--- config.mk ---
export PLATFORM = sky130hd
export DESIGN_NAME = dp_cmd_sequencer_flat
export DESIGN_NICKNAME = d
export VERILOG_FILES = /design/src/rtl/dp_cmd_sequencer_if.sv /design/src/rtl/dp_cmd_sequencer.sv /design/src/flat_wrapper.sv
export SDC_FILE = /design/constraint.sdc
export NUM_CORES = 1
export LEC_CHECK = 0
export BUFFER_PORTS_ARGS = -buffer_cell sky130_fd_sc_hd__buf_2
export CAP_MARGIN = 20
export CORE_MARGIN = 4
export CORE_UTILIZATION = 50
export CTS_BUF_LIST = sky130_fd_sc_hd__clkbuf_4
export CTS_CLUSTER_SIZE = 10
export DETAILED_ROUTE_END_ITERATION = 16
export PLACE_DENSITY = 0.72
export RECOVER_POWER = 25
export SETUP_SLACK_MARGIN = 0.15
export SYNTH_ARGS = -nofsm -noshare
export SYNTH_HDL_FRONTEND = slang
export SYNTH_SLANG_ARGS = --single-unit
--- constraint.sdc ---
create_clock -name clk -period 6.1 [get_ports clk]
set_input_delay 1.22 -clock clk [delete_from_list [all_inputs] [get_ports clk]]
set_output_delay 1.22 -clock clk [all_outputs]
set_load 0.1 [all_outputs]
--- src/rtl/dp_cmd_sequencer_if.sv ---
`default_nettype none
// ============================================================================
//  Module   : dp_cmd_sequencer_if
//  Purpose  : Bundles the command handshake and every datapath control
//             output of dp_cmd_sequencer.
//  Ports    : cmd/cmd_valid/cmd_ready  - command handshake
//             in_select_a/b            - operand mux selects
//             aluin_reg_en, opcode     - operand bank enable, ALU operation
//             nvalid_data              - low only while the ALU executes
//             memRead, memWrite        - memory strobes
//             selmux2, aluout_reg_en   - result mux select, result bank enable
//             p_error, done            - per-command completion pulses
//             busy, level              - activity flag, FIFO occupancy
//  Modports : master - command source / datapath side
//             slave  - the sequencer
//  Revision : 1.0  initial release
// ============================================================================
interface dp_cmd_sequencer_if #(
    parameter int DEPTH = 4,
    parameter int CW    = 7
);
    logic [CW-1:0]            cmd;
    logic                     cmd_valid;
    logic                     cmd_ready;
    logic [1:0]               in_select_a;
    logic [1:0]               in_select_b;
    logic                     aluin_reg_en;
    logic [2:0]               opcode;
    logic                     nvalid_data;
    logic                     memRead;
    logic                     memWrite;
    logic                     selmux2;
    logic                     aluout_reg_en;
    logic                     p_error;
    logic                     done;
    logic                     busy;
    logic [$clog2(DEPTH):0]   level;

    modport master (
        output cmd, cmd_valid,
        input  cmd_ready, in_select_a, in_select_b, aluin_reg_en, opcode,
               nvalid_data, memRead, memWrite, selmux2, aluout_reg_en,
               p_error, done, busy, level
    );

    modport slave (
        input  cmd, cmd_valid,
        output cmd_ready, in_select_a, in_select_b, aluin_reg_en, opcode,
               nvalid_data, memRead, memWrite, selmux2, aluout_reg_en,
               p_error, done, busy, level
    );
endinterface
`default_nettype wire

--- src/rtl/dp_cmd_sequencer.sv ---
`default_nettype none
// ============================================================================
//  Module   : dp_cmd_sequencer
//  Purpose  : Queues 7-bit datapath commands in a circular FIFO and plays
//             each one out as a fixed multi-cycle sequence of datapath
//             enables/selects. Commands run back-to-back while queued.
//  Ports    : clk  - rising-edge clock
//             rst  - synchronous, active-low reset
//             bus  - dp_cmd_sequencer_if.slave (handshake + datapath controls)
//  Command  : [6:4] op (0-5 ALU, 6 MEM_RD, 7 MEM_WR), [3:2] sel_a, [1:0] sel_b
//  Revision : 1.0  initial release
// ============================================================================
module dp_cmd_sequencer #(
    parameter int DEPTH = 4,   // power of two, >= 2
    parameter int CW    = 7
) (
    input  wire logic          clk,
    input  wire logic          rst,
    dp_cmd_sequencer_if.slave  bus
);
    localparam int         c_PTR_W     = $clog2(DEPTH);
    localparam int         c_LVL_W     = $clog2(DEPTH) + 1;
    localparam logic [2:0] c_OP_MEM_RD = 3'd6;
    localparam logic [2:0] c_OP_MEM_WR = 3'd7;
    localparam logic [1:0] c_SEL_BAD   = 2'd3;

    typedef enum logic [2:0] {
        S_IDLE = 3'd0,
        S_LOAD = 3'd1,
        S_EXEC = 3'd2,
        S_MEM  = 3'd3,
        S_WB   = 3'd4,
        S_ERR  = 3'd5
    } state_t;

    state_t               r_state;
    state_t               w_state_nxt;
    logic [CW-1:0]        r_mem [DEPTH];
    logic [c_PTR_W-1:0]   r_wr_ptr;
    logic [c_PTR_W-1:0]   r_rd_ptr;
    logic [c_LVL_W-1:0]   r_level;
    logic [CW-1:0]        r_cmd;

    logic                 w_full;
    logic                 w_ready;
    logic                 w_push;
    logic                 w_pop;
    logic [CW-1:0]        w_head;
    logic                 w_head_illegal;
    logic [2:0]           w_op;
    logic                 w_op_is_alu;

    logic [1:0]           w_sel_a;
    logic [1:0]           w_sel_b;
    logic                 w_aluin_en;
    logic [2:0]           w_opcode;
    logic                 w_nvalid;
    logic                 w_mem_rd;
    logic                 w_mem_wr;
    logic                 w_selmux2;
    logic                 w_aluout_en;
    logic                 w_perr;
    logic                 w_done;

    assign w_full  = (r_level == c_LVL_W'(DEPTH));
    assign w_ready = !w_full && rst;
    assign w_push  = bus.cmd_valid && w_ready;
    assign w_head  = r_mem[r_rd_ptr];

    // sel_a is used by every command; sel_b only matters for ALU ops.
    assign w_head_illegal = (w_head[3:2] == c_SEL_BAD) ||
                            ((w_head[6:4] < c_OP_MEM_RD) && (w_head[1:0] == c_SEL_BAD));

    assign w_op        = r_cmd[6:4];
    assign w_op_is_alu = (w_op < c_OP_MEM_RD);

    // Storage needs no reset: an entry is only read after it was pushed.
    always_ff @(posedge clk) begin
        if (w_push) begin
            r_mem[r_wr_ptr] <= bus.cmd;
        end
    end

    always_ff @(posedge clk) begin
        if (!rst) begin
            r_state  <= S_IDLE;
            r_wr_ptr <= '0;
            r_rd_ptr <= '0;
            r_level  <= '0;
            r_cmd    <= '0;
        end else begin
            r_state <= w_state_nxt;
            if (w_push) begin
                r_wr_ptr <= r_wr_ptr + c_PTR_W'(1);
            end
            if (w_pop) begin
                r_rd_ptr <= r_rd_ptr + c_PTR_W'(1);
                r_cmd    <= w_head;
            end
            case ({w_push, w_pop})
                2'b10:   r_level <= r_level + c_LVL_W'(1);
                2'b01:   r_level <= r_level - c_LVL_W'(1);
                default: r_level <= r_level;
            endcase
        end
    end

    always_comb begin
        w_state_nxt = r_state;
        w_pop       = 1'b0;
        w_sel_a     = 2'd0;
        w_sel_b     = 2'd0;
        w_aluin_en  = 1'b0;
        w_opcode    = 3'd0;
        w_nvalid    = 1'b1;
        w_mem_rd    = 1'b0;
        w_mem_wr    = 1'b0;
        w_selmux2   = 1'b0;
        w_aluout_en = 1'b0;
        w_perr      = 1'b0;
        w_done      = 1'b0;

        // Terminal states (WB, MEM_WR's MEM, ERR) chain straight into the
        // next queued command so there is no idle bubble between commands.
        case (r_state)
            S_IDLE: begin
                if (r_level != '0) begin
                    w_pop       = 1'b1;
                    w_state_nxt = w_head_illegal ? S_ERR : S_LOAD;
                end
            end
            S_LOAD: begin
                w_sel_a     = r_cmd[3:2];
                w_sel_b     = r_cmd[1:0];
                w_aluin_en  = 1'b1;
                w_state_nxt = w_op_is_alu ? S_EXEC : S_MEM;
            end
            S_EXEC: begin
                w_nvalid    = 1'b0;
                w_opcode    = w_op;
                w_state_nxt = S_WB;
            end
            S_MEM: begin
                if (w_op == c_OP_MEM_WR) begin
                    w_mem_wr = 1'b1;
                    w_done   = 1'b1;
                    if (r_level != '0) begin
                        w_pop       = 1'b1;
                        w_state_nxt = w_head_illegal ? S_ERR : S_LOAD;
                    end else begin
                        w_state_nxt = S_IDLE;
                    end
                end else begin
                    w_mem_rd    = 1'b1;
                    w_state_nxt = S_WB;
                end
            end
            S_WB, S_ERR: begin
                if (r_state == S_WB) begin
                    w_aluout_en = 1'b1;
                    w_selmux2   = (w_op == c_OP_MEM_RD);
                    w_mem_rd    = (w_op == c_OP_MEM_RD);
                    w_done      = 1'b1;
                end else begin
                    w_perr      = 1'b1;
                end
                if (r_level != '0) begin
                    w_pop       = 1'b1;
                    w_state_nxt = w_head_illegal ? S_ERR : S_LOAD;
                end else begin
                    w_state_nxt = S_IDLE;
                end
            end
            default: begin
                w_state_nxt = S_IDLE;
            end
        endcase
    end

    assign bus.cmd_ready     = w_ready;
    assign bus.in_select_a   = w_sel_a;
    assign bus.in_select_b   = w_sel_b;
    assign bus.aluin_reg_en  = w_aluin_en;
    assign bus.opcode        = w_opcode;
    assign bus.nvalid_data   = w_nvalid;
    assign bus.memRead       = w_mem_rd;
    assign bus.memWrite      = w_mem_wr;
    assign bus.selmux2       = w_selmux2;
    assign bus.aluout_reg_en = w_aluout_en;
    assign bus.p_error       = w_perr;
    assign bus.done          = w_done;
    assign bus.busy          = (r_state != S_IDLE) || (r_level != '0);
    assign bus.level         = r_level;
endmodule
`default_nettype wire

--- src/flat_wrapper.sv ---
// flat-port wrapper written by rule: the top's interface ports become plain ports
module dp_cmd_sequencer_flat 
#(
    parameter int DEPTH = 4,                        
    parameter int CW    = 7
)
  (clk, rst, bus_cmd, bus_cmd_valid, bus_cmd_ready, bus_in_select_a, bus_in_select_b, bus_aluin_reg_en, bus_opcode, bus_nvalid_data, bus_memRead, bus_memWrite, bus_selmux2, bus_aluout_reg_en, bus_p_error, bus_done, bus_busy, bus_level);
  dp_cmd_sequencer_if #(.DEPTH(DEPTH), .CW(CW)) bus_i ();
  input  wire logic clk;
  input  wire logic rst;
  input wire logic [$bits(bus_i.cmd)-1:0] bus_cmd;
  input wire logic [$bits(bus_i.cmd_valid)-1:0] bus_cmd_valid;
  output wire logic [$bits(bus_i.cmd_ready)-1:0] bus_cmd_ready;
  output wire logic [$bits(bus_i.in_select_a)-1:0] bus_in_select_a;
  output wire logic [$bits(bus_i.in_select_b)-1:0] bus_in_select_b;
  output wire logic [$bits(bus_i.aluin_reg_en)-1:0] bus_aluin_reg_en;
  output wire logic [$bits(bus_i.opcode)-1:0] bus_opcode;
  output wire logic [$bits(bus_i.nvalid_data)-1:0] bus_nvalid_data;
  output wire logic [$bits(bus_i.memRead)-1:0] bus_memRead;
  output wire logic [$bits(bus_i.memWrite)-1:0] bus_memWrite;
  output wire logic [$bits(bus_i.selmux2)-1:0] bus_selmux2;
  output wire logic [$bits(bus_i.aluout_reg_en)-1:0] bus_aluout_reg_en;
  output wire logic [$bits(bus_i.p_error)-1:0] bus_p_error;
  output wire logic [$bits(bus_i.done)-1:0] bus_done;
  output wire logic [$bits(bus_i.busy)-1:0] bus_busy;
  output wire logic [$bits(bus_i.level)-1:0] bus_level;
  assign bus_i.cmd = bus_cmd;
  assign bus_i.cmd_valid = bus_cmd_valid;
  assign bus_cmd_ready = bus_i.cmd_ready;
  assign bus_in_select_a = bus_i.in_select_a;
  assign bus_in_select_b = bus_i.in_select_b;
  assign bus_aluin_reg_en = bus_i.aluin_reg_en;
  assign bus_opcode = bus_i.opcode;
  assign bus_nvalid_data = bus_i.nvalid_data;
  assign bus_memRead = bus_i.memRead;
  assign bus_memWrite = bus_i.memWrite;
  assign bus_selmux2 = bus_i.selmux2;
  assign bus_aluout_reg_en = bus_i.aluout_reg_en;
  assign bus_p_error = bus_i.p_error;
  assign bus_done = bus_i.done;
  assign bus_busy = bus_i.busy;
  assign bus_level = bus_i.level;
  dp_cmd_sequencer #(.DEPTH(DEPTH), .CW(CW)) u_core (.clk(clk), .rst(rst), .bus(bus_i));
endmodule
==> results of run 1 <==
[power by group]
group	switching (W)	leakage, nW	internal [W]
logic	0.000368	0.451	0.000153
registers	0.0000613	0.410	0.000388
clock network	0.000107	0.0337	0.0000492
[per-layer routing]
layer | share of wire [%] | wire length (µm)
met5 | 0 | 0
met4 | 2.0 | 70
met3 | 5.6 | 200
met2 | 50 | 1786
met1 | 42 | 1510
[registers in the layout, indices dropped and copies added, names as in the netlist, named ones only]
register,cells
u_core.r_mem,28
u_core.r_state,3
u_core.r_wr_ptr,2
u_core.r_cmd,7
u_core.r_rd_ptr,2
u_core.bus.level,3
[logic make-up after synthesis]
kind of cell               Yosys count  share of synthesized area, %
AOI/OAI and AO/OA                   15                         5.132
xor gates and xnor gates             5                         2.138
adders and majority gates            6                         4.032
buffers and inverters               17                         4.581
DFF                                 47                         59.62
muxes                               14                         11.12
and+or+nand+nor                     50                         13.38
[final timing paths]
| kind | start | to | depth (start not counted) |
|---|---|---|---|
| setup reg to reg | u_core.r_state[1]$_SDFFE_PN0P_ | u_core.bus.level[2]$_SDFFE_PN0P_ | 10 |
| hold / removal | u_core.r_cmd[1]$_SDFFE_PN0P_ | u_core.r_cmd[1]$_SDFFE_PN0P_ | 2 |
| hold reg to reg | u_core.r_cmd[1]$_SDFFE_PN0P_ | u_core.r_cmd[1]$_SDFFE_PN0P_ | 2 |
| setup / recovery | rst | bus_cmd_ready | 4 |
[critical path, delay by kind of cell]
family                 cells  cell delay (ns)
AO/OA/AOI/OAI              1             0.38
buffers and inverters      3             0.74
[stage by stage]
step,setup WS [ns],utilization (%),std cells
floorplan,0.8289,-,154
global placement,2.636,55.51,226
detailed placement,2.540,55.51,226
CTS,2.538,57.15,234
global route,2.458,56.93,234
finish,2.530,56.93,234
[final cells by class]
class	instances	area (µm²)	area share, %
sequential	47	1221	54.01
multi-input combinational	90	738.2	32.65
timing repair buffer	29	136.4	6.032
tap	50	62.56	2.767
clock buffer	5	37.54	1.660
inverter	10	37.54	1.660
clock inverter	3	27.53	1.217
[Yosys cell counts, types with 3 or more instances]
| cell | n |
|---|---|
| mux4_2 | 7 |
| a21oi_1 | 3 |
| dfxtp_1 | 19 |
| mux2i_1 | 7 |
| and3_1 | 5 |
| and2_1 | 10 |
| nand2_1 | 3 |
| ha_1 | 5 |
| a31oi_1 | 3 |
| inv_1 | 9 |
| xor2_1 | 4 |
| edfxtp_1 | 28 |
| nor3_1 | 4 |
| nor2_1 | 16 |
==> run metrics, run 1 <==
core area approximately 0.0040 mm²; crit path launch type input port; Tot Pwr around 0.0011 W; final setup TNS 0 ns; WL/cell 15.24 µm; IO Pins 30; Avg Cell Area, Syn 13.30 µm²; top-area cell type share of the netlist area 41.05%; kind of critical path in -> out; row count 23; clock root cell clkbuf_4; WHS approximately 0.52 ns; area leader, netlist edfxtp_1; Syn Std Cell Area 0.002048 mm²; period utilization 58.52%; DR vias 1,298; post-route cell area 0.002261 mm²; gr ovfl total 0; Via density roughly 5.5; Slew Viols, Final 0; post-synthesis cell type count 39; EDFF count, synth 28; ANT cells 0; Top Usage Layer GRT met2; Post-CTS Resized 0; Max rail drop VDD 185.5 µV; Critical Path AT 2.35 ns; initial antenna violation count 0; die span in x 72.01 µm; vias in the first global route 1,292; Post-Synthesis Cells 154; total CTS buffers 5; CTS tree built; H-Tree Level Count 2; HPWL Detailed 2659 µm; slew at the pin closest to its max-slew limit around 0.48 ns; Worst Setup End Kind output pin; critical-path cell list buf_2 -> inv_2 -> a31oi_1 -> buf_2; most common cell after layout, fill and taps aside edfxtp_1; GRT Overall Usage 15.04%; cell area power density 498.5 mW/mm²; syn nets 170; Fin. Hold Viols 0; drt pass-1 iters 4; Max Root-Sink Buffers 2; grt met1 use 17.40%; global routing usage on met3 3.324%; max-cap violations 0; Slew headroom 67.95%; CP max stage cell buf_2; # port buffers 29; number of setup violations in the final report 0; layout cells sized above 1 between 20% and 30%; drt initial violations 104; die area 0.005185 mm²; crit-path max cell delay approximately 0.51 ns; RSZ-0062 raised after global routing no; status finished clean; first-pass GRT wire length 5920 µm; P&R area growth vs syn 10.38%; Setup Fix Bufs, Post-CTS 0; most frequent cells in the layout edfxtp_1 (28), buf_2 (22), dfxtp_1 (19); dpl cell area 0.002205 mm²; register area share after synthesis 59.62%; Fillers 330; Async SR Flop Fraction 0%; clock skew 0.01539 ns; setup slack, reg-to-reg 3.59 ns; CTS clk-pin slew, worst paths 0.15 ns; Starting Density ~52%; Pleak approximately 0.89 nW; largest net degree at the start of global routing 20; critical path peak fanout 19; #FFs+latches synth between 40 and 50; YS warnings 0; Hold WC Path Type reg -> reg; top_reg_cell synth edfxtp_1; Routability Congestion around 0.87; CTS sink cnt 47; DRC 0; Crit path top cell by count buf_2; Max Freq roughly 0.28 GHz; met2 Use GR 26.53%; Die Ht approximately 72 µm; ranking of synthesized cells by area edfxtp_1 (41%), dfxtp_1 (19%), mux4_2 (7.7%); Detailed Route WL 3567 µm; CP Data Required Time 4.88 ns; hold-fix buffers at CTS 0; Clk Latency, worst-skew pair roughly 0.37 ns; post-route ant nets 0; post-route minimum period 3.570 ns; fin nets 199
No activity file was read; power rests on OpenSTA's default activity.
==> inputs of run 2 (changes only) <==
Settings changed: ABC_AREA set to 1.
Clock period 6.1 ns to 3.6 ns, I/O delays scaled along.
==> run 2 against run 1 <==
  * Sequential power up 65%
  * First-iteration DRC count down 23%
  * Via count up 18%
  * Die area up 3.4%
  * Setup slack worse by 1.4 ns
  * Highest routed layer unchanged
  * Worst hold slack better by 0.0068 ns
==> run metrics, run 2 <==
status finished clean; Via density 4.833; Syn Std Cell Area roughly 0.0021 mm²; CTS tree built; IO Pins 30; Critical Path AT about 1.8 ns; ranking of synthesized cells by area edfxtp_1 (40%), dfxtp_1 (18%), nand2_1 (7.2%); Starting Density between 50% and 60%; Clk Latency, worst-skew pair ~0.35 ns; Post-CTS Resized 0; clock root cell clkbuf_4; drt initial violations 80; Async SR Flop Fraction 0%; Routability Congestion 0.7950; clock skew 0.008684 ns; Largest Register u_core.r_mem; total CTS buffers 5; CTS clk-pin slew, worst paths 0.13 ns; core area 0.004058 mm²; critical path peak fanout 7; gr ovfl total 0; row count 23; fin cells approximately 320; post-route ant nets 0; top_reg_cell synth edfxtp_1; register area share after synthesis between 50% and 60%; CTS sink cnt 47; Post-Synthesis Cells 236; most frequent cells in the layout nand2_1 (41), inv_1 (39), nor2_1 (35); Worst Setup End Kind output pin; RSZ-0062 raised after global routing no; WHS 0.5261 ns; Regs by FF count u_core.r_mem x28, u_core.r_cmd x7; crit-path max cell delay 0.47 ns; Setup Fix Bufs, Post-CTS 0; Setup WS pre-CTS approximately 1.2 ns; ANT cells 0; Max Freq around 0.4 GHz; final setup TNS 0 ns; post-synthesis cell type count 26; number of setup violations in the final report 0; syn nets roughly 250; Fin. Hold Viols 0; Pleak between 1 and 1.5 nW; Avg Cell Area, Syn 9.008 µm²; # port buffers 29; Slew headroom between 50% and 60%; Largest register FFs 28; period utilization 69.93%; DRC 0; cell area power density 827.9 mW/mm²; Max rail drop VDD 351.7 µV; hold-fix buffers at CTS 0; Max Root-Sink Buffers 2; most frequent cells after synthesis nand2_1 (41), inv_1 (39), nor2_1 (35); most common cell after layout, fill and taps aside nand2_1; DR vias 1,532; kind of critical path reg -> out; die span in x 73.21 µm; DP Cell Count 309; top-area cell type share of the netlist area 39.55%; largest net degree at the start of global routing 19; WL/cell 11.58 µm; Slew Viols, Final 0; critical-path cell list nand2_1 -> nor2_2 -> inv_1 -> nor2_1 -> or2_2 -> buf_2; CP max stage cell dfxtp_1; EDFF count, synth 28; H-Tree Level Count 2; GRT Overall Usage 14.81%; slew at the pin closest to its max-slew limit 0.6923 ns; vias in the first global route 1,407; layout cells sized above 1 ~17%; HPWL Detailed ~2700 µm; Tot Pwr approximately 0.002 W; P&R area growth vs syn 10.83%; Detailed Route WL ~3700 µm; most common cell in the netlist nand2_1; Hold WC Path Type reg -> reg; area leader, netlist edfxtp_1; Die Ht roughly 73 µm; drt pass-1 iters 4; #FFs+latches synth 47; fin nets roughly 280; CP Data Required Time 2.88 ns; final worst slack 1.083 ns; crit path launch type flip-flop; YS warnings 0; post-route minimum period 2.517 ns; die area ~0.0054 mm²; max-cap violations 0; first-pass GRT wire length between 5000 and 6000 µm; initial antenna violation count 0
## run 2: cell types whose count changed in the layout (fill, tap and decap cells not counted), sizes merged, moves of 9 or more
| cell | change |
|---|---|
| nand2 | +39 |
| inv | +30 |
| nor2 | +21 |
| o21ai | +14 |
| nand3 | +12 |
| and2 | -10 |
| a21oi | +9 |
## run 2: final timing paths
check | start | to | slack, ns | depth (start not counted)
hold reg to reg | u_core.r_rd_ptr[1]$_SDFFE_PN0P_ | flip-flop | 0.53 | 2
setup / recovery | u_core.r_state[1]$_SDFFE_PN0P_ | bus_memRead | 1.08 | 6
hold / removal | u_core.r_rd_ptr[1]$_SDFFE_PN0P_ | flip-flop | 0.53 | 2
setup reg to reg | u_core.r_cmd[5]$_SDFFE_PN0P_ | u_core.bus.level[2]$_SDFFE_PN0P_ | 1.46 | 11
## run 2: final cells by class
cell class | count | area (µm²)
Fill cell | 370 | 1702
Clock buffer | 5 | 37.54
Clock inverter | 3 | 15.01
Inverter | 42 | 157.7
Sequential cell | 47 | 1221
Tap cell | 50 | 62.56
Timing Repair Buffer | 29 | 137.6
Multi-Input combinational cell | 141 | 724.4
## run 2: critical path: cells and delay by family, from the launching register on
family / cells / cell delay, ns
AND/OR/NAND/NOR: 4 / 0.49
buffers and inverters: 2 / 0.49
flip-flops: 1 / 0.47
## run 2: per-layer routing
layer  track usage (%)  share of wire [%]  wire (µm)  up-vias
met5                 0                  0          0        -
met1             17.45                 47       1734      689
met3             4.683                3.1        114        5
met4             5.533                1.4         50        0
li1                  -                  -          -      820
met2             25.12                 48       1771       18
## run 2: logic make-up (layout without fill, tap and decap cells)
| kind of cell | after synthesis | after routing | synth area share (%) |
|---|---|---|---|
| AOI/OAI and AO/OA | 38 | 38 | 10.12 |
| buffers and inverters | 48 | 79 | 9.240 |
| adders and majority gates | 6 | 6 | 3.885 |
| and+or+nand+nor | 97 | 97 | 19.31 |
| DFF | 47 | 47 | 57.45 |
## run 2: per-stage QoR
step	instance area, µm²	util [%]
floorplan	2142	-
global placement	2311	56.95
detailed placement	2311	56.95
CTS	2364	58.25
global route	2356	58.06
finish	2356	58.06
## run 2: power by group
part	total [W]	internal, W	leakage (nW)	switching, W
clock network	0.000229	0.0000723	0.0309	0.000156
registers	0.000743	0.000662	0.411	0.0000812
logic	0.000979	0.000213	0.579	0.000766
total	0.00195	0.000947	1.02	0.00100
